==> src/rtl/rv_pkg.sv <==
// Shared definitions for the memory/load-store pipeline stage.
//   XLEN_DEFAULT : default datapath width
//   SIZE_*       : access size codes carried in funct3[1:0]
//   lsu_state_e  : request FSM states
`timescale 1ns/1ps
package rv_pkg;

  localparam int unsigned XLEN_DEFAULT = 32;

  localparam logic [1:0] SIZE_B = 2'b00;
  localparam logic [1:0] SIZE_H = 2'b01;
  localparam logic [1:0] SIZE_W = 2'b10;

  typedef enum logic [1:0] {
    ST_IDLE = 2'd0,
    ST_REQ  = 2'd1,
    ST_WAIT = 2'd2
  } lsu_state_e;

endpackage

==> src/rtl/lsu_align.sv <==
// Byte-lane alignment for data-memory accesses (purely combinational).
// Ports:
//   addr_off_i   : byte offset within the bus word (alu result low bits)
//   size_i       : access size code (B/H/W)
//   unsigned_i   : 1 = zero-extend loads, 0 = sign-extend
//   store_data_i : raw rs2 value
//   rdata_i      : raw bus read data
//   be_o         : byte enables
//   wdata_o      : lane-replicated store data
//   load_data_o  : extracted and extended load value
//   misalign_o   : misaligned H/W access (only when MEM_LSU_MISALIGN_TRAP_EN is defined)
// Without MEM_LSU_MISALIGN_TRAP_EN, H ignores offset bit 0 and W ignores the offset.
`timescale 1ns/1ps
module lsu_align
  import rv_pkg::*;
#(
  parameter int unsigned XLEN  = XLEN_DEFAULT,
  parameter int unsigned OFF_W = $clog2(XLEN / 8)
) (
  input  logic [OFF_W-1:0]  addr_off_i,
  input  logic [1:0]        size_i,
  input  logic              unsigned_i,
  input  logic [XLEN-1:0]   store_data_i,
  input  logic [XLEN-1:0]   rdata_i,
  output logic [XLEN/8-1:0] be_o,
  output logic [XLEN-1:0]   wdata_o,
  output logic [XLEN-1:0]   load_data_o,
  output logic              misalign_o
);

  localparam int unsigned BE_W = XLEN / 8;

  logic [1:0]       size_n;
  logic [OFF_W-1:0] off;
  logic [XLEN-1:0]  shifted;
  logic             sext;

  // Reserved size code 2'b11 is treated as a word access.
  assign size_n = (size_i == 2'b11) ? SIZE_W : size_i;
  assign sext   = ~unsigned_i;

  // Lane selection, store replication and load extraction.
  always_comb begin
    off         = '0;
    be_o        = '1;
    wdata_o     = store_data_i;
    shifted     = rdata_i;
    load_data_o = rdata_i;
    case (size_n)
      SIZE_B: begin
        off         = addr_off_i;
        be_o        = BE_W'(1) << off;
        wdata_o     = {(XLEN/8){store_data_i[7:0]}};
        shifted     = rdata_i >> {off, 3'b000};
        load_data_o = {{(XLEN-8){sext & shifted[7]}}, shifted[7:0]};
      end
      SIZE_H: begin
        off         = {addr_off_i[OFF_W-1:1], 1'b0};
        be_o        = BE_W'(2'b11) << off;
        wdata_o     = {(XLEN/16){store_data_i[15:0]}};
        shifted     = rdata_i >> {off, 3'b000};
        load_data_o = {{(XLEN-16){sext & shifted[15]}}, shifted[15:0]};
      end
      default: begin
        off         = '0;
        be_o        = '1;
        wdata_o     = store_data_i;
        shifted     = rdata_i;
        load_data_o = rdata_i;
      end
    endcase
  end

  // Misalignment flag.
  always_comb begin
    misalign_o = 1'b0;
`ifdef MEM_LSU_MISALIGN_TRAP_EN
    case (size_n)
      SIZE_B:  misalign_o = 1'b0;
      SIZE_H:  misalign_o = addr_off_i[0];
      default: misalign_o = |addr_off_i;
    endcase
`else
    misalign_o = 1'b0;
`endif
  end

endmodule

==> src/rtl/mem_lsu_stage.sv <==
// MEM pipeline stage: issues data-memory requests, waits for grant/read data,
// aligns data and registers the MEM/WB pipeline outputs.
// Ports:
//   clk, rst (sync, active-high)
//   EXE/MEM inputs : valid_mem, instr_mem, alu_mem, store_data_mem, mem_en,
//                    mem_wr, funct3_mem, rd_addr_mem
//   stall_mem      : upstream must hold its inputs
//   dmem_*         : data-memory request/response bus (request side combinational)
//   *_wb, err_wb   : registered MEM/WB outputs
// Config macro: MEM_LSU_MISALIGN_TRAP_EN (misaligned H/W trap without a bus request).
`timescale 1ns/1ps
module mem_lsu_stage
  import rv_pkg::*;
#(
  parameter int unsigned XLEN           = XLEN_DEFAULT,
  parameter int unsigned REG_ADDR_WIDTH = 5,
  parameter int unsigned WAIT_MAX       = 15
) (
  input  logic                      clk,
  input  logic                      rst,
  input  logic                      valid_mem,
  input  logic [XLEN-1:0]           instr_mem,
  input  logic [XLEN-1:0]           alu_mem,
  input  logic [XLEN-1:0]           store_data_mem,
  input  logic                      mem_en,
  input  logic                      mem_wr,
  input  logic [2:0]                funct3_mem,
  input  logic [REG_ADDR_WIDTH-1:0] rd_addr_mem,
  output logic                      stall_mem,
  output logic                      dmem_req,
  output logic                      dmem_we,
  output logic [XLEN-1:0]           dmem_addr,
  output logic [XLEN/8-1:0]         dmem_be,
  output logic [XLEN-1:0]           dmem_wdata,
  input  logic                      dmem_gnt,
  input  logic                      dmem_rvalid,
  input  logic [XLEN-1:0]           dmem_rdata,
  output logic                      valid_wb,
  output logic [XLEN-1:0]           instr_wb,
  output logic [XLEN-1:0]           alu_wb,
  output logic [XLEN-1:0]           mem_wb,
  output logic [REG_ADDR_WIDTH-1:0] rd_addr_wb,
  output logic                      err_wb
);

  localparam int unsigned OFF_W = $clog2(XLEN / 8);
  localparam int unsigned CNT_W = $clog2(WAIT_MAX + 1);

  lsu_state_e state_q, state_d;
  logic [CNT_W-1:0] cnt_q, cnt_d;

  logic            is_mem_c, misalign_c, timeout_c, gnt_done_c;
  logic            done_c, err_c, load_ok_c;
  logic [XLEN-1:0] load_data_c;

  logic                      valid_q;
  logic [XLEN-1:0]           instr_q, alu_q, mem_q;
  logic [REG_ADDR_WIDTH-1:0] rd_q;
  logic                      err_q;

  lsu_align #(.XLEN(XLEN), .OFF_W(OFF_W)) u_align (
    .addr_off_i   (alu_mem[OFF_W-1:0]),
    .size_i       (funct3_mem[1:0]),
    .unsigned_i   (funct3_mem[2]),
    .store_data_i (store_data_mem),
    .rdata_i      (dmem_rdata),
    .be_o         (dmem_be),
    .wdata_o      (dmem_wdata),
    .load_data_o  (load_data_c),
    .misalign_o   (misalign_c)
  );

  assign is_mem_c   = valid_mem & mem_en;
  // A grant finishes a store outright, or a load whose data arrives alongside it.
  assign gnt_done_c = dmem_gnt & (mem_wr | dmem_rvalid);
  assign timeout_c  = (cnt_q == CNT_W'(WAIT_MAX - 1));
  assign dmem_we    = dmem_req & mem_wr;
  assign dmem_addr  = {alu_mem[XLEN-1:OFF_W], {OFF_W{1'b0}}};

  // State and timeout counter registers.
  always_ff @(posedge clk) begin
    if (rst) begin
      state_q <= ST_IDLE;
      cnt_q   <= '0;
    end else begin
      state_q <= state_d;
      cnt_q   <= cnt_d;
    end
  end

  // Next-state and counter logic.
  always_comb begin
    state_d = state_q;
    unique case (state_q)
      ST_IDLE: begin
        if (is_mem_c && !misalign_c) begin
          if (gnt_done_c)    state_d = ST_IDLE;
          else if (dmem_gnt) state_d = ST_WAIT;
          else               state_d = ST_REQ;
        end
      end
      ST_REQ: begin
        if (timeout_c)     state_d = ST_IDLE;
        else if (dmem_gnt) state_d = gnt_done_c ? ST_IDLE : ST_WAIT;
      end
      ST_WAIT: begin
        if (dmem_rvalid || timeout_c) state_d = ST_IDLE;
      end
      default: state_d = ST_IDLE;
    endcase
    // Counter runs only while an access is outstanding; zero otherwise.
    cnt_d = (state_q == ST_IDLE || state_d == ST_IDLE) ? '0 : cnt_q + CNT_W'(1);
  end

  // Request, stall and completion outputs.
  always_comb begin
    dmem_req  = 1'b0;
    stall_mem = 1'b0;
    done_c    = 1'b0;
    err_c     = 1'b0;
    load_ok_c = 1'b0;
    unique case (state_q)
      ST_IDLE: begin
        if (valid_mem) begin
          if (!mem_en) begin
            done_c = 1'b1;
          end else if (misalign_c) begin
            done_c = 1'b1;
            err_c  = 1'b1;
          end else begin
            dmem_req = 1'b1;
            if (gnt_done_c) begin
              done_c    = 1'b1;
              load_ok_c = ~mem_wr;
            end else begin
              stall_mem = 1'b1;
            end
          end
        end
      end
      ST_REQ: begin
        if (timeout_c) begin
          done_c = 1'b1;
          err_c  = 1'b1;
        end else begin
          dmem_req = 1'b1;
          if (gnt_done_c) begin
            done_c    = 1'b1;
            load_ok_c = ~mem_wr;
          end else begin
            stall_mem = 1'b1;
          end
        end
      end
      ST_WAIT: begin
        if (dmem_rvalid) begin
          done_c    = 1'b1;
          load_ok_c = 1'b1;
        end else if (timeout_c) begin
          done_c = 1'b1;
          err_c  = 1'b1;
        end else begin
          stall_mem = 1'b1;
        end
      end
      default: ;
    endcase
    if (rst) begin
      dmem_req  = 1'b0;
      stall_mem = 1'b0;
      done_c    = 1'b0;
      err_c     = 1'b0;
      load_ok_c = 1'b0;
    end
  end

  // MEM/WB registers: capture on completion, otherwise hold with valid low.
  always_ff @(posedge clk) begin
    if (rst) begin
      valid_q <= 1'b0;
      instr_q <= '0;
      alu_q   <= '0;
      mem_q   <= '0;
      rd_q    <= '0;
      err_q   <= 1'b0;
    end else if (done_c) begin
      valid_q <= 1'b1;
      instr_q <= instr_mem;
      alu_q   <= alu_mem;
      mem_q   <= load_ok_c ? load_data_c : '0;
      rd_q    <= rd_addr_mem;
      err_q   <= err_c;
    end else begin
      valid_q <= 1'b0;
    end
  end

  assign valid_wb   = valid_q;
  assign instr_wb   = instr_q;
  assign alu_wb     = alu_q;
  assign mem_wb     = mem_q;
  assign rd_addr_wb = rd_q;
  assign err_wb     = err_q;

endmodule

==> config.mk <==
export PLATFORM = sky130hd
export DESIGN_NAME = mem_lsu_stage
export DESIGN_NICKNAME = d
export VERILOG_FILES = /design/src/rtl/rv_pkg.sv /design/src/rtl/lsu_align.sv /design/src/rtl/mem_lsu_stage.sv
export SDC_FILE = /design/constraint.sdc
export NUM_CORES = 1
export LEC_CHECK = 0
export CAP_MARGIN = 20
export CORE_AREA = 2 2 123 125
export CTS_BUF_LIST = sky130_fd_sc_hd__clkbuf_16
export DETAILED_ROUTE_END_ITERATION = 7
export DIE_AREA = 0 0 125 127
export PLACE_DENSITY = 0.8
export SLEW_MARGIN = 10
export SYNTH_ARGS = -nofsm -noshare
export SYNTH_HDL_FRONTEND = slang
export SYNTH_SLANG_ARGS = --single-unit
==> constraint.sdc <==
create_clock -name clk -period 3.7 [get_ports clk]
set_input_delay 0.37 -clock clk [delete_from_list [all_inputs] [get_ports clk]]
set_output_delay 0.37 -clock clk [all_outputs]
set_load 0.05 [all_outputs]
==> run metrics <==
combinational power share 33.6%; clk buf depth 2; vias in the first global route 5396; Buf+Inv Stages, Crit Path 2; Final WS setup 0.749 ns; Setup violations, final 0; footprint of the multi-input gates 2640 µm²; crit path launch state_q[0]; Fin. Hold Viols 0; CP endpoint stall_mem; core area 14400 µm²; clk_lat worst skew 0.34 ns; VDD IR max 0.241 mV; fin crit period 2.95 ns; internal power 2.18 mW; GP Congestion 0.870; pin count of the biggest net entering global routing 138; nets 1092; Port Buffers 314; critical-path cell with the highest stage delay clkdlybuf4s50_1; Placement Cell Area 8560 µm²; crit-path cells inv_1 -> ha_1 -> and3_1 -> a21oi_1 -> nor2b_1 -> a21oi_1 -> nor3_1 -> clkdlybuf4s50_1; Slew headroom 48.5%; Worst Path Max Fanout 7; Hold Buf Count CTS 0; R2R depth 7; dpl cells 1116; Setup Skew 0.00930 ns; clock-pin slew on the worst setup and hold paths 0.07 ns; FF+latch count, synth 109; Worst path depth 8; register area 2180 µm²; Critical Path RT 3.33 ns; Synth top cells by count dfxtp_1, o21ai_1, inv_1; Seq/Total Area, Yosys 38.7%; RR Startpoint state_q[0]; clock sink total 109; top cells by area, synth dfxtp_1, nand3b_1, o21ai_1; Worst Path Class, Setup register to output pin; Max Cap Viol 0; worst min-delay path class register to register; Die X-Extent 125 µm; Post-CTS Setup Bufs 0; final WL 18.1 mm; RSZ-0062 raised after global routing no; hpwl dp 13.5 mm; max incr delay on CP 0.73 ns; synth warn 0; CTS Root Cell clkbuf_16; global-route wire length before repair 28.4 mm; Synth Flop Type dfxtp_1; Die H 127 µm; row cnt 44; sequential share of power 38.4%; crit-path leading delay family buffers and inverters; capturing point of the worst reg2reg path mem_wb[5]; Die Area 15900 µm²; Pwr Density 376 nW/µm²; Max Freq 339 MHz; design area 8840 µm²; fillers 1274; CTS tree yes; period utilization 79.8%; R2R setup slack 1.32 ns; CP Capture Type output pin; CP arrival 2.58 ns; # H-tree levels 3; Yosys top cell area share 38.7%; Post-Place Worst Slack 0.822 ns; # IOs 317; Switching Share 34.2%; CTS Buf Count 9; Final ANT Viol Nets 0; final cell count without fillers 1131; gr usage total 21.9%; gr ovfl total 0; PostCTS Resize Cnt 0; Worst-Margin Slew 0.771 ns; Syn Area/Cell 8.06 µm²; status complete, no violations; Starting Density 39.1%; drt wl/cell 16.0 µm; Synth cell types 46; Pins Over Slew Limit 0; number of synthesized flops with an enable pin 0; P_leak 3.43 nW; Post-Syn Instances 699; via count 5638; startpoint type of the worst setup path register; clock share of power 28.0%; TNS Setup 0 ns; cell mode on critical path a21oi_1; most common cell in the netlist dfxtp_1; Mapped Area 5640 µm²; ys async rst share 0%; TritonRoute pass-1 iters 5; initial antenna violation count 0; Area Growth Syn to Fin 56.8%; largest area contributor in the netlist dfxtp_1; DR DRC count 0; layout cell share with drive strength beyond 1 6.12%; Net Sw Power 1.13 mW; DRT iter0 DRCs 307; ant diodes 0; DR vias/cell 4.98
==> per-stage QoR <==
| stage | util [%] | hold slack [ns] | total power, mW |
|---|---|---|---|
| floorplan | - | 0.452 | 2.00 |
| global placement | 59.3 | 0.442 | 2.41 |
| detailed placement | 59.3 | 0.447 | 2.41 |
| CTS | 61.3 | 0.455 | 3.35 |
| global route | 61.3 | 0.475 | 3.46 |
| finish | 61.3 | 0.455 | 3.32 |
==> cell type report <==
class / count / area share [%]
tap: 184 / 2.61
sequential: 109 / 24.7
multi-input combinational: 422 / 29.8
clock buffer: 9 / 2.55
inverter: 77 / 3.27
timing repair buffer: 324 / 36.4
clock inverter: 6 / 0.609
==> worst min-delay path by stage <==
stage / startpoint / end / slack (ns) / depth (start not counted)
after floorplan: cnt_q[0] / cnt_q[0] / 0.45 / 1
after global placement: mem_wb[18] / mem_wb[18] / 0.44 / 2
after detailed placement: mem_wb[18] / mem_wb[18] / 0.45 / 2
after CTS: mem_wb[18] / mem_wb[18] / 0.45 / 2
after global routing: mem_wb[30] / mem_wb[30] / 0.47 / 2
final: mem_wb[14] / mem_wb[14] / 0.45 / 2
==> metal layers <==
layer  share of wire, %  global-route usage (%)
met1                 45                    28.6
met2                 47                    36.2
met3                6.8                    5.74
met4                1.6                    5.62
met5                  0                       0
==> cell families (layout without fill, tap and decap cells) <==
logic type,count (synthesis),in the layout,synth area share (%)
simple gates,197,197,19.6
compound gates,187,187,19.5
other cells,1,2,0.0665
buf+inv,169,416,14.9
flops,109,109,38.7
xor+xnor,2,2,0.311
mux,28,28,5.59
fa+ha+maj,6,6,1.33
==> registers in the layout, summed over array words and instances, names as in the netlist <==
name	count
alu_wb	32
cnt_q	4
err_wb	1
instr_wb	32
mem_wb	32
rd_addr_wb	5
state_q	2
valid_wb	1
==> power groups by stage <==
stage	logic, mW	registers (mW)	clock network [mW]
3_5_place_dp	1.11	1.30	0
6_report	1.11	1.27	0.929
2_1_floorplan	0.466	1.53	0
4_1_cts	1.12	1.27	0.956
5_1_grt	1.17	1.28	1.00
3_3_place_gp	1.11	1.30	0
==> worst min-delay path, cell delays in order, from the launching register on <==
cell and delay, ns:
dfxtp_1 0.31, nand2_1 0.05, a21oi_1 0.05
==> cells in the final DEF, fill, tap and decap left out, types with 2 or more instances in the layout <==
cell,synthesis,final
nor2_1,5,4
mux2i_1,9,9
nor2_2,1,2
nor2b_1,6,6
clkinv_1,0,4
a221o_1,7,7
o21ai_0,16,16
clkbuf_16,0,9
mux2_2,18,18
o21bai_1,3,2
inv_1,75,75
nand3b_1,70,70
a211oi_1,5,5
buf_4,47,10
o21ai_1,82,81
nand3_1,27,27
or2_2,8,8
a2bb2oi_1,7,7
a22o_1,7,7
nand2b_1,3,3
a32oi_1,2,2
clkdlybuf4s50_1,0,311
dfxtp_1,109,109
conb_1,1,2
buf_2,15,2
ha_1,6,6
o2111ai_1,8,8
a21oi_1,43,43
o211ai_1,2,2
nand2_1,69,69
nor3_1,2,2
inv_2,2,2
Power figures use the tool's default switching activity.
==> RTL change, RTL diff (config.mk and constraints unchanged) <==
Build with the macro `MEM_LSU_MISALIGN_TRAP_EN` defined.
--- a/src/rtl/lsu_align.sv
+++ b/src/rtl/lsu_align.sv
@@ -13,2 +13,4 @@
 `timescale 1ns/1ps
+`define MEM_LSU_MISALIGN_TRAP_EN
+
 module lsu_align
Check against the original RTL: not equivalent (Yosys sat finds a counterexample within 4 cycles, from zero or initial values and one cycle with rst high).
==> RTL change against the original RTL <==
  * Cell count shrank 0.88%
  * Cell area grew 2.7%
  * Sequential cell count unchanged
  * Wire length is 4.9% higher
  * Total power rose by 1.1%
  * Critical path depth is 4 lower
  * Area after synthesis grew 2.0%
  * Setup slack better by 26 ps
  * Critical endpoint is now dmem_be[0]
  * Highest routed layer unchanged
==> RTL change: results (changes against the original RTL) <==
| Metric | Value |
|---|---|
| Met3 Usage GRT | 0.04858 (-0.008794) |
| WP data arrival | 2550 ps (-30 ps) |
| Clock skew | 9.565 ps (+0.2688 ps) |
| Wirelength per Cell | 16.91 um (+5.9%) |
| Filler cell count | 1242 (-2.5%) |
| Vias per std cell | 5.327 (+6.9%) |
| Hold path start | mem_wb[10]$_SDFFE_PP0P_ |
| Outcome | completed |
| Met2 Usage GRT | 0.4060 (+0.04380) |
| RePlAce Congestion | 0.9839 (+13%) |
| Synth top cells by count | o211ai_1 (120), dfxtp_1 (109), inv_1 (80), o21ai_1 (80), nand2_1 (55) |
| Largest cells by area after synthesis | dfxtp_1 (38%), o211ai_1 (16%), o21ai_1 (7.0%), buf_4 (6.5%), inv_1 (5.2%) |
| Setup slack on the worst flop-to-flop path | 1360 ps (+40 ps) |
| GRT Util Overall | 0.2294 (+0.01030) |
| HPWL after detailed placement | 13960 um (+3.6%) |
| Largest net degree at the start of global routing | 102 (-26%) |
| Met1 GRT Util | 0.2786 (-0.007891) |
| P_leak | 3.500 nW (+2.1%) |
| Hold endpoint | mem_wb[10]$_SDFFE_PP0P_ |
| Worst reg2reg endpoint | mem_wb[31]$_SDFFE_PP0P_ |
| Drt initial violations | 302 (-1.6%) |
| Post-synthesis sequential area ratio | 0.3797 (-0.007503) |
| Crit-path max FO | 19 (+12) |
| Worst r2r path cells | 7 (unchanged) |
| Slew margin rel. | 0.2681 (-0.2171) |
| Clock Pin Slew Worst Setup and Hold Paths | 80 ps |
| Placement Setup Slack | 772.3 ps (-49.54 ps) |
| NumNets Final | 1081 (-1.0%) |
| Worst setup path startpoint | alu_mem[0] |
-- RTL change: changes by cell type after synthesis, sizes merged, moves of 8 or more --
cell	change
o211ai	+119
nand3b	-70
a21oi	-25
nand3	-22
o21ai	+16
nand2	-14
buf	+9
mux2	-8
-- RTL change: metal layers --
metal / share of wire / up-vias
met2: 0.50 / 271
li1: - / 2916
met1: 0.40 / 2750
met4: 0.022 / 0
met3: 0.074 / 35
met5: 0 / -
-- RTL change: how the worst max path moves through the flow --
stage | slack, ps | end
after floorplan | 940 | dmem_we
after global placement | 810 | mem_wb[31]$_SDFFE_PP0P_
after detailed placement | 770 | mem_wb[31]$_SDFFE_PP0P_
after CTS | 810 | dmem_be[0]
after global routing | 670 | dmem_we
final | 780 | dmem_be[0]
-- RTL change: worst max-delay path: stages --
cell,delay (ps)
clkdlybuf4s50_1,740
nand2b_1,260
a21o_1,310
clkdlybuf4s50_1,870
-- RTL change: metrics by stage --
step                utilization  power (mW)  hold slack [ps]  std cells  area, um2
CTS                      0.6292       3.377            480.5       1121       9075
finish                   0.6292       3.356            479.1       1121       9075
detailed placement       0.6079       2.386            470.1       1105       8768
global placement         0.6079       2.378            466.6       1105       8768
floorplan                     -       1.950            456.2        703       5751
global route             0.6292       3.493            501.7       1121       9075
-- RTL change: final cells by class --
type	count	share of cell area
clock buffers	9	0.02482
repair buffers	325	0.3750
flip-flops and latches	109	0.2405
multi-input cells	407	0.2923
clock inverters	7	0.008962
well taps	184	0.02537
inverters	80	0.03309
-- RTL change: logic make-up (layout without fill, tap and decap cells) --
kind of cell / count (synthesis) / in the layout / synth area share
other: 1 / 2 / 0.0006525
adders and majority gates: 6 / 6 / 0.01306
xor gates and xnor gates: 2 / 2 / 0.003049
muxes: 27 / 27 / 0.05138
and+or+nand+nor: 85 / 85 / 0.06510
DFF: 109 / 109 / 0.3797
buffers and inverters: 187 / 421 / 0.1620
AOI/OAI and AO/OA: 285 / 285 / 0.3251
-- RTL change: report_power, final --
group | switching [mW] | leakage [nW] | internal (mW) | total, mW
clock | 0.460 | 0.152 | 0.538 | 0.998
sequential | 0.0302 | 0.890 | 1.23 | 1.26
combinational | 0.671 | 2.46 | 0.423 | 1.09
total | 1.16 | 3.50 | 2.19 | 3.36
